==> src/rtl/seg7_scan_pkg.sv <==
// Shared types and constants for the seven-segment display sequencer.
// State encoding and the digit value shown while blanked.
package seg7_scan_pkg;

    typedef enum logic [1:0] {
        IDLE    = 2'd0,
        SHOW_HI = 2'd1,
        SHOW_LO = 2'd2,
        GAP     = 2'd3
    } state_t;

    localparam logic [3:0] BLANK_DIGIT = 4'h0;

endpackage

==> src/rtl/seg7_dwell_timer.sv <==
// Phase dwell counter: counts while running, pulses expire on the
// last cycle of each MAX_COUNT-cycle phase, then wraps to zero.
module seg7_dwell_timer #(
    parameter int unsigned MAX_COUNT = 10_000_000,
    parameter int unsigned CNT_W     = 24
) (
    input  logic clk,
    input  logic rst,
    input  logic run,
    input  logic restart,
    output logic expire
);

    localparam logic [CNT_W-1:0] LAST = CNT_W'(MAX_COUNT - 1);

    logic [CNT_W-1:0] cnt_q;
    logic [CNT_W-1:0] cnt_d;

    assign expire = run && (cnt_q == LAST);

    always_comb begin
        cnt_d = cnt_q + CNT_W'(1);
        if (!run || restart || expire) begin
            cnt_d = '0;
        end
    end

    always_ff @(posedge clk) begin
        if (rst) begin
            cnt_q <= '0;
        end else begin
            cnt_q <= cnt_d;
        end
    end

endmodule

==> src/rtl/seg7_scan_ctrl.sv <==
// Shows each posted byte as high nibble, low nibble, then a blank gap,
// with a one-entry pending buffer in front of the display FSM.
module seg7_scan_ctrl #(
    parameter int unsigned MAX_COUNT = 10_000_000,
    parameter int unsigned CNT_W     = 24
) (
    input  logic       clk,
    input  logic       rst,
    input  logic [7:0] val_in,
    input  logic       val_valid,
    output logic       val_ready,
    input  logic       repeat_en,
    output logic [3:0] digit,
    output logic       dp,
    output logic       blank,
    output logic       busy
);

    import seg7_scan_pkg::*;

    state_t     state_q;
    state_t     state_d;
    logic [7:0] cur_q;
    logic [7:0] cur_d;
    logic [7:0] pend_q;
    logic [7:0] pend_d;
    logic       pend_valid_q;
    logic       pend_valid_d;
    logic       load;
    logic       expire;
    logic       accept;

    assign val_ready = !pend_valid_q && !rst;
    assign accept    = val_valid && val_ready;

    seg7_dwell_timer #(
        .MAX_COUNT (MAX_COUNT),
        .CNT_W     (CNT_W)
    ) u_timer (
        .clk     (clk),
        .rst     (rst),
        .run     (state_q != IDLE),
        .restart (load),
        .expire  (expire)
    );

    always_comb begin
        state_d      = state_q;
        cur_d        = cur_q;
        pend_d       = pend_q;
        pend_valid_d = pend_valid_q;
        load         = 1'b0;

        unique case (state_q)
            IDLE:    load = pend_valid_q;
            SHOW_HI: if (expire) state_d = SHOW_LO;
            SHOW_LO: if (expire) state_d = GAP;
            GAP: begin
                if (expire) begin
                    if (pend_valid_q) begin
                        load = 1'b1;
                    end else if (repeat_en) begin
                        state_d = SHOW_HI;
                    end else begin
                        state_d = IDLE;
                    end
                end
            end
        endcase

        // accept needs an empty buffer, so it never collides with a load
        if (load) begin
            cur_d        = pend_q;
            pend_valid_d = 1'b0;
            state_d      = SHOW_HI;
        end
        if (accept) begin
            pend_d       = val_in;
            pend_valid_d = 1'b1;
        end
    end

    always_ff @(posedge clk) begin
        if (rst) begin
            state_q      <= IDLE;
            cur_q        <= '0;
            pend_q       <= '0;
            pend_valid_q <= 1'b0;
        end else begin
            state_q      <= state_d;
            cur_q        <= cur_d;
            pend_q       <= pend_d;
            pend_valid_q <= pend_valid_d;
        end
    end

    always_comb begin
        digit = BLANK_DIGIT;
        dp    = 1'b0;
        blank = 1'b1;
        busy  = (state_q != IDLE);
        unique case (state_q)
            SHOW_HI: begin
                digit = cur_q[7:4];
                dp    = 1'b1;
                blank = 1'b0;
            end
            SHOW_LO: begin
                digit = cur_q[3:0];
                blank = 1'b0;
            end
            IDLE, GAP: ;
        endcase
    end

endmodule
==> config.mk <==
export PLATFORM = sky130hd
export DESIGN_NAME = seg7_scan_ctrl
export DESIGN_NICKNAME = d
export VERILOG_FILES = /design/src/rtl/seg7_scan_pkg.sv /design/src/rtl/seg7_dwell_timer.sv /design/src/rtl/seg7_scan_ctrl.sv
export SDC_FILE = /design/constraint.sdc
export NUM_CORES = 1
export LEC_CHECK = 0
export ABC_CLOCK_PERIOD_IN_PS = 4100
export BUFFER_PORTS_ARGS = -buffer_cell sky130_fd_sc_hd__buf_4
export CORE_ASPECT_RATIO = 0.8
export CORE_MARGIN = 4
export CORE_UTILIZATION = 51
export CTS_BUF_LIST = sky130_fd_sc_hd__clkbuf_16
export DETAILED_ROUTE_END_ITERATION = 8
export PLACE_DENSITY = 0.7
export SLEW_MARGIN = 20
export SYNTH_ARGS = -nofsm -noshare
export SYNTH_HDL_FRONTEND = slang
export SYNTH_SLANG_ARGS = --single-unit
==> constraint.sdc <==
create_clock -name clk -period 4.1 [get_ports clk]
set_input_delay 1.23 -clock clk [delete_from_list [all_inputs] [get_ports clk]]
set_output_delay 1.23 -clock clk [all_outputs]
set_load 0.01 [all_outputs]
### Word level (Yosys, flattened, before mapping)

Cells that the tools add are included.
W data, S select, Z words.

| cells by class | value |
|---|---|
| add/sub/neg operators | 1 |
| equal/unequal tests | 12 |
| muxes and demuxes | 15 |
| reductions and logical operators | 18 |

Operators with widths:

| cell | number |
|---|---|
| $add A24 B1 Y24 const B | 1 |
| $eq A24 B24 Y1 const B | 1 |
| $reduce_and A5 Y1 | 2 |
| $ne A3 B1 Y1 const B | 3 |
| $mux W1 | 8 |
| $mux W2 | 4 |
| $pmux W4 S2 | 1 |
| $ne A2 B1 Y1 const B | 3 |
| $pmux W2 S3 | 1 |
| $reduce_or A2 Y1 | 3 |
| $eq A2 B2 Y1 const B | 2 |
| $reduce_bool A2 Y1 | 2 |
| $reduce_bool A4 Y1 | 1 |
| $logic_and A1 B1 Y1 | 3 |
| $logic_not A1 Y1 | 3 |
| $ne A3 B2 Y1 const B | 1 |
| $reduce_bool A3 Y1 | 1 |
| $eq A2 B1 Y1 const B | 1 |
| $logic_not A2 Y1 | 1 |
| $logic_or A1 B1 Y1 | 2 |
| $ne A2 B2 Y1 const B | 1 |
| $pmux W1 S2 | 1 |

| word-level totals | value |
|---|---|
| logic and storage cells | 52 |
| register bits after elaboration | 43 |

### Longest topological paths before layout

Gate-level depths: netlist of run 1.

| logic depth | value |
|---|---|
| word-level depth | 7 |
| mapped depth | 9 |
| mapped depth without buffers | 7 |

### Hierarchy

From an unflattened synthesis of run 1, not the netlist that was laid out.

| second synthesis, totals | value |
|---|---|
| cells, all modules | 247 |
| area total of the unflattened synthesis | 2031.9 um^2 |

By module, submodules not included:

| module | sequential area each (um^2) | cells each | instances | area an instance (um^2) |
|---|---|---|---|---|
| seg7_dwell_timer | 480.5 | 133 | 1 | 1123.6 |
| seg7_scan_ctrl | 380.4 | 114 | 1 | 908.4 |

### Worst setup path after synthesis of run 1

No wires, ideal clock.

| timing | value |
|---|---|
| kind | input -> output |
| start point | input rst |
| end point | output val_ready |
| stages | 2 |
| data required time | 2.870 ns |
| data arrival time | 1.593 ns |
| slack | 1.277 ns |
| cell sequence | clkbuf_1 > nor2_1 |

| on the way | value |
|---|---|
| word-level cells in the longest chain between the ends | 2 |

Ends and longest elaborated chain:

| what | line | source |
|---|---|---|
| from (decl) | seg7_scan_ctrl.sv:8 | `input logic rst,` |
| $logic_not A1 Y1 | seg7_scan_ctrl.sv:33 | `assign val_ready = !pend_valid_q && !rst;` |
| $logic_and A1 B1 Y1 | seg7_scan_ctrl.sv:33 |  |
| to (decl) | seg7_scan_ctrl.sv:11 | `output logic val_ready,` |

No other way between the ends.

### Final worst setup path of run 1

Ends and elaborated chain as after synthesis.

==> summary.md, run 1 <==
| Metric | Value |
|---|---|
| Status | `complete, no violations` |
| Drt via density | `4.96` |
| CORE AREA | `3830 sq um` |
| Vias | `1,519` |
| Setup crit end kind | `output pin` |
| Top delay family on crit path | `buffers and inverters` |
| Max Fclk | `345 MHz` |
| Max stage delay cell, worst path | `buf_4` |
| Routed wire length | `3710 um` |
| Top sig layer | `met4` |
| CTS tree | `built` |
| Post-DP Area | `2200 sq um` |
| Die ar. | `5060 sq um` |
| Leak | `0.000803 uW` |
| Crit start category | `input port` |
| Post-CTS Resized | `0` |
| I/O pins | `20` |
| Worst Skew | `5.81 ps` |
| Sw Share | `30.5%` |
| Most used cell, CP | `buf_4` |
| DIE WIDTH | `78.5 um` |
| Setup slack after layout | `1200 ps` |
| Initial Util | `53.0%` |
| Area grow syn2layout | `15.8%` |
| Final count of hold timing violations | `0` |
| RSZ-0062 raised after global routing | `false` |
| Total track usage | `16.7%` |
| Sequential share of power | `42.0%` |
| Crit path cell chain | `buf_4 > nor2_1 > buf_4` |
| DRT antenna net count | `0` |
| Hold-fix buffers at CTS | `0` |
| Routed WL per cell | `12.1 um` |
| Total negative slack | `0 ps` |
| Met2 wire len | `1460 um` |
| Global-route wire length before repair | `6640 um` |
| Pint | `764 uW` |
| Die height | `64.4 um` |
| Pwr Total | `1100 uW` |
| Critical path class | `input port to output pin` |
| I/O Buffers | `19` |
| Fraction of layout cells with a size suffix above 1 | `16.3%` |
| CP max FO | `21` |
| Final setup fails | `0` |
| Vias in the first global route | `1,418` |
| Final Util | `61.4%` |
| Power per Cell Area | `468 nW/um^2` |
| Initial DRC count | `69` |
| Psw | `335 uW` |
| CTS max path bufs | `2` |
| Sequential-to-total area share from yosys stat | `42.4%` |
| Crit path time final | `2900 ps` |
| Reg clk slew, reported paths | `60 ps` |
| WL met3 | `109 um` |
| Rel. slew slack | `45.9%` |
| Pre-CTS WS | `1200 ps` |
| Number of synthesis warnings | `0` |
| Avg Cell Area, Syn | `8.75 sq um` |
| Design Area, Final | `2350 sq um` |
| Mapped Cells | `232` |
| Worst endpoint required time | `2870 ps` |
| # DRC | `0` |
| Routability Congestion | `0.768` |
| Buffer and inverter count on the worst path | `2` |
| FF+latch count, synth | `43` |
| DRT Pass-1 Iters | `6` |
| Row count | `20` |
| Num Clock Sinks | `43` |
| Initial antenna violation count | `0` |
| Max-slew violations | `0` |
| H-tree depth | `2` |
| Mapped Area | `2030 sq um` |
| TritonCTS Buffers | `5` |
| Synthesized net count | `250` |
| VDD IR max | `0.000310 V` |
| Inserted Diodes | `0` |
| Hold crit path type | `flip-flop to flip-flop` |
| Nets | `268` |
| Clock network power share | `36.0%` |
| Remaining global-route overflow | `0` |
| Post-Route M1 WL | `2100 um` |
| Netlist cell types | `38` |
| Largest net degree at the start of global routing | `25` |
| Number of max-cap violations | `0` |
| Slew @ Worst Pin | `812 ps` |
| Post-DP HPWL | `2620 um` |
| Max incr delay on CP | `230 ps` |
| Post-CTS setup buffer count | `0` |
| Combinational share of power | `22.1%` |
| Most frequent cells in the layout | `nor2_1 (43), dfxtp_1 (43), nand2_1 (28), buf_4 (20), xnor2_1 (15)` |
| Worst skew pair latency | `280 ps` |
| Tcrit/Tclk final | `70.7%` |
| CTS root buffer | `clkbuf_16` |
| CP arrival | `1670 ps` |
[per-stage QoR]
step	hold slack, ps	std cells
after floorplan	436	232
after global placement	445	298
after detailed placement	448	298
after CTS	457	306
after global routing	485	306
final	456	306
[sequential cells by signal, summed over array words and instances, names as in the netlist]
register       cells
u_timer.cnt_q     24
cur_q              8
pend_q             8
state_q            2
pend_valid_q       1
[tightest hold or removal path, delay by kind of cell (launching register included)]
family | cells | cell delay, ps
and+or+nand+nor | 1 | 50
AOI/OAI and AO/OA | 1 | 50
DFF | 1 | 310
[cells in the mapped netlist, drive strengths merged]
cell	number	area, sq um
nor4	5	43.8
inv	9	33.8
nand4	5	37.5
nand2b	3	18.8
a311oi	1	15.0
and4bb	1	12.5
xor2	7	61.3
dfxtp	43	861
nand2	28	105
nor4b	1	15.0
o41ai	2	25.0
a21oi	11	55.1
and3	2	12.5
and2	1	6.26
buf	5	31.3
nor3	10	65.1
o21a	1	7.51
a22oi	4	30.0
nor2	43	161
a211oi	1	12.5
mux2i	8	80.1
and4	2	17.5
ha	6	75.1
nor2b	2	12.5
and4b	1	10.0
xnor2	15	131
clkbuf	4	16.3
or3	2	12.5
nand3	7	45.0
or4	2	18.8
[power by group through the flow]
| stage | Clock (uW) | Sequential, uW | Combinational (uW) |
|---|---|---|---|
| final | 395 | 461 | 242 |
| after detailed placement | 0 | 469 | 243 |
| after floorplan | 0 | 464 | 178 |
| after global routing | 424 | 465 | 275 |
| after global placement | 0 | 469 | 241 |
| after CTS | 403 | 461 | 243 |
[path summary, 6_finish.rpt]
path,endpoint,startpoint,slack [ps],depth (start not counted)
setup reg to reg,u_timer.cnt_q[2],state_q[0],1630,7
hold reg to reg,pend_q[7],pend_q[7],460,2
hold / removal,pend_q[7],pend_q[7],460,2
setup / recovery,val_ready,rst,1200,3
[cell type report]
class,count,area (sq um)
Fill cell,382,1480
Multi-Input combinational cell,171,1090
Sequential cell,43,861
Timing Repair Buffer,20,150
Clock buffer,5,125
Tap cell,55,68.8
Inverter,9,33.8
Clock inverter,3,23.8
[layer usage]
layer  vias up  track usage, %
met4         0            6.55
met2        11            22.4
met1       688            25.0
met3         5            4.58
li1        815               -
met5         -               0
[cell families (layout without fill, tap and decap cells)]
kind of cell	Yosys count	count (layout)	share of synthesized area (%)
and+or+nand+nor	115	115	29.3
DFF	43	43	42.4
xor gates and xnor gates	22	22	9.49
AOI/OAI and AO/OA	20	20	7.15
buffers and inverters	18	37	4.01
muxes	8	8	3.95
adders and majority gates	6	6	3.70
(Power assumes the default switching activity.)
==> run 2, diff against run 1 <==
- ABC_CLOCK_PERIOD_IN_PS: 4100 -> 3000
- clock period: 4.1 -> 3 ns (I/O delays scaled with it)
==> run 2 against run 1 <==
Effect of this change:
- via count increased by 3.8%
- core utilization increased by 0.23 points
- clock skew decreased by 1.5 ps
- die area unchanged
- power increased by 37%
- cell count increased by 0.33%
==> summary.md, run 2 (synthesis results as in run 1) <==
| Metric | Value |
|---|---|
| Status | `complete, no violations (unchanged)` |
| Final setup fails | `0 (unchanged)` |
| Total track usage | `16.7% (about the same)` |
| Routed WL per cell | `12.8 um (was 12.1 um)` |
| Drt via density | `5.13 (was 4.96)` |
| DRT antenna net count | `0 (unchanged)` |
| CORE AREA | `3830 sq um (unchanged)` |
| Most frequent cells in the layout | `nor2_1 (43), dfxtp_1 (43), nand2_1 (28), buf_4 (21), xnor2_1 (15) (was nor2_1 (43), dfxtp_1 (43), nand2_1 (28), buf_4 (20), xnor2_1 (15))` |
| Leak | `0.000811 uW (was 0.000803 uW)` |
| Worst skew pair latency | `280 ps (about the same)` |
| Initial antenna violation count | `0 (unchanged)` |
| Post-DP HPWL | `2730 um (was 2620 um)` |
| Num Clock Sinks | `43 (unchanged)` |
| Fraction of layout cells with a size suffix above 1 | `16.7% (was 16.3%)` |
| Post-CTS setup buffer count | `0 (unchanged)` |
| Hold crit path type | `flip-flop to flip-flop (unchanged)` |
| Post-CTS Resized | `0 (unchanged)` |
| Final count of hold timing violations | `0 (unchanged)` |
| Reg clk slew, reported paths | `60 ps (about the same)` |
| Buffer and inverter count on the worst path | `2 (unchanged)` |
| CTS root buffer | `clkbuf_16 (unchanged)` |
| Initial DRC count | `63 (was 69)` |
| Hold-fix buffers at CTS | `0 (unchanged)` |
| Die ar. | `5060 sq um (unchanged)` |
| # DRC | `0 (unchanged)` |
| Pwr Total | `1500 uW (was 1100 uW)` |
| CP max FO | `7 (was 21)` |
| Top delay family on crit path | `flip-flops (was buffers and inverters)` |
| Crit path time final | `2470 ps` |
| Worst endpoint required time | `2100 ps (was 2870 ps)` |
| Vias | `1,576 (was 1,519)` |
| I/O pins | `20 (unchanged)` |
| I/O Buffers | `19 (unchanged)` |
| Die height | `64.4 um (unchanged)` |
| RR Startpoint | `state_q[0] (unchanged)` |
| H-tree depth | `2 (unchanged)` |
| Register name with the most flops | `u_timer.cnt_q (unchanged)` |
| Nets | `269 (was 268)` |
| Fillers | `355 (was 382)` |
| Crit path from | `state_q[0] (was rst)` |
| Number of max-cap violations | `0 (unchanged)` |
| CTS max path bufs | `2 (unchanged)` |
| Power per Cell Area | `638 nW/um^2 (was 468 nW/um^2)` |
| CP arrival | `1570 ps (was 1670 ps)` |
| Largest registers | `u_timer.cnt_q x24, cur_q x8, pend_q x8 (unchanged)` |
| TritonCTS Buffers | `5 (unchanged)` |
| R2r setup slk | `720 ps (was 1630 ps)` |
| Max FFs per register | `24 (unchanged)` |
| Met2 wire len | `1620 um (was 1460 um)` |
| Largest net degree at the start of global routing | `25 (unchanged)` |
| Initial Util | `53.0% (unchanged)` |
| Global-route wire length before repair | `6590 um (was 6640 um)` |
| Remaining global-route overflow | `0 (unchanged)` |
| Total negative slack | `0 ps (unchanged)` |
| Top sig layer | `met4 (unchanged)` |
| Worst Hold Launch | `pend_q[4] (was pend_q[7])` |
| DRT Pass-1 Iters | `4 (was 6)` |
| Setup crit end kind | `output pin (unchanged)` |
| Tcrit/Tclk final | `82.4%` |
| Routed wire length | `3930 um (was 3710 um)` |
| CTS tree | `built (unchanged)` |
| Row count | `20 (unchanged)` |
| DIE WIDTH | `78.5 um (unchanged)` |
| Worst Skew | `4.28 ps (was 5.81 ps)` |
| VDD IR max | `0.000438 V (was 0.000310 V)` |
| Hold slack | `455 ps (was 456 ps)` |
| Critical path class | `flip-flop to output pin (was input port to output pin)` |
| Max stage delay cell, worst path | `dfxtp_1 (was buf_4)` |
| Crit start category | `flip-flop (was input port)` |
| Routability Congestion | `0.781 (was 0.768)` |
| Post-Route M1 WL | `2150 um (was 2100 um)` |
| Area grow syn2layout | `16.2% (was 15.8%)` |
| Max-slew violations | `0 (unchanged)` |
| WL met3 | `118 um (was 109 um)` |
| Max incr delay on CP | `440 ps (was 230 ps)` |
| Max Fclk | `404 MHz` |
| Crit path cell chain | `inv_1 > ha_1 > a22oi_1 > nor2_1 > buf_4 (was buf_4 > nor2_1 > buf_4)` |
| RSZ-0062 raised after global routing | `false (unchanged)` |
| Vias in the first global route | `1,384 (was 1,418)` |
| Inserted Diodes | `0 (unchanged)` |
| Slew @ Worst Pin | `594 ps (was 812 ps)` |
| Rel. slew slack | `60.3% (was 45.9%)` |
==> run 2: worst register-to-register path, cell delays in order, from the launching register on <==
cell and delay (ps):
dfxtp_1 440, inv_1 100, ha_1 270, nor3_1 170, nand4_1 250, o41ai_2 360, buf_4 280, mux2i_1 250
nor2_1 50
==> run 2: worst paths after layout <==
path                    end  depth (start not counted)
setup / recovery   digit[0]                          5
setup reg to reg   cur_q[0]                          8
hold reg to reg   pend_q[4]                          2
hold / removal    pend_q[4]                          2
==> run 2: area by class of cell <==
class / count / area, sq um / share of cell area, %
inverters: 9 / 33.8 / 1.43
repair buffers: 21 / 158 / 6.68
clock buffers: 5 / 125 / 5.31
well taps: 55 / 68.8 / 2.92
flip-flops and latches: 43 / 861 / 36.5
clock inverters: 3 / 25.0 / 1.06
multi-input cells: 171 / 1090 / 46.1
==> run 2: report_power, final <==
group / switching, uW / leakage (uW) / internal [uW]
sequential: 29.8 / 0.000348 / 600
clock: 224 / 0.0000700 / 311
combinational: 203 / 0.000393 / 138
==> run 2: through the flow <==
step                      worst slack [ps]  instances  util, %  instance area, sq um
final                                  527        307     61.6                  2360
after global routing                   414        307     61.6                  2360
after CTS                              508        307     61.6                  2360
after detailed placement               763        299     57.7                  2210
after global placement                 767        299     57.7                  2210
after floorplan                        837        232        -                  2030
==> run 2: routing by layer <==
| layer | vias to the layer above | track usage (%) |
|---|---|---|
| met4 | 0 | 5.90 |
| met5 | - | 0 |
| met3 | 4 | 5.00 |
| met1 | 733 | 23.7 |
| met2 | 19 | 23.7 |
| li1 | 820 | - |
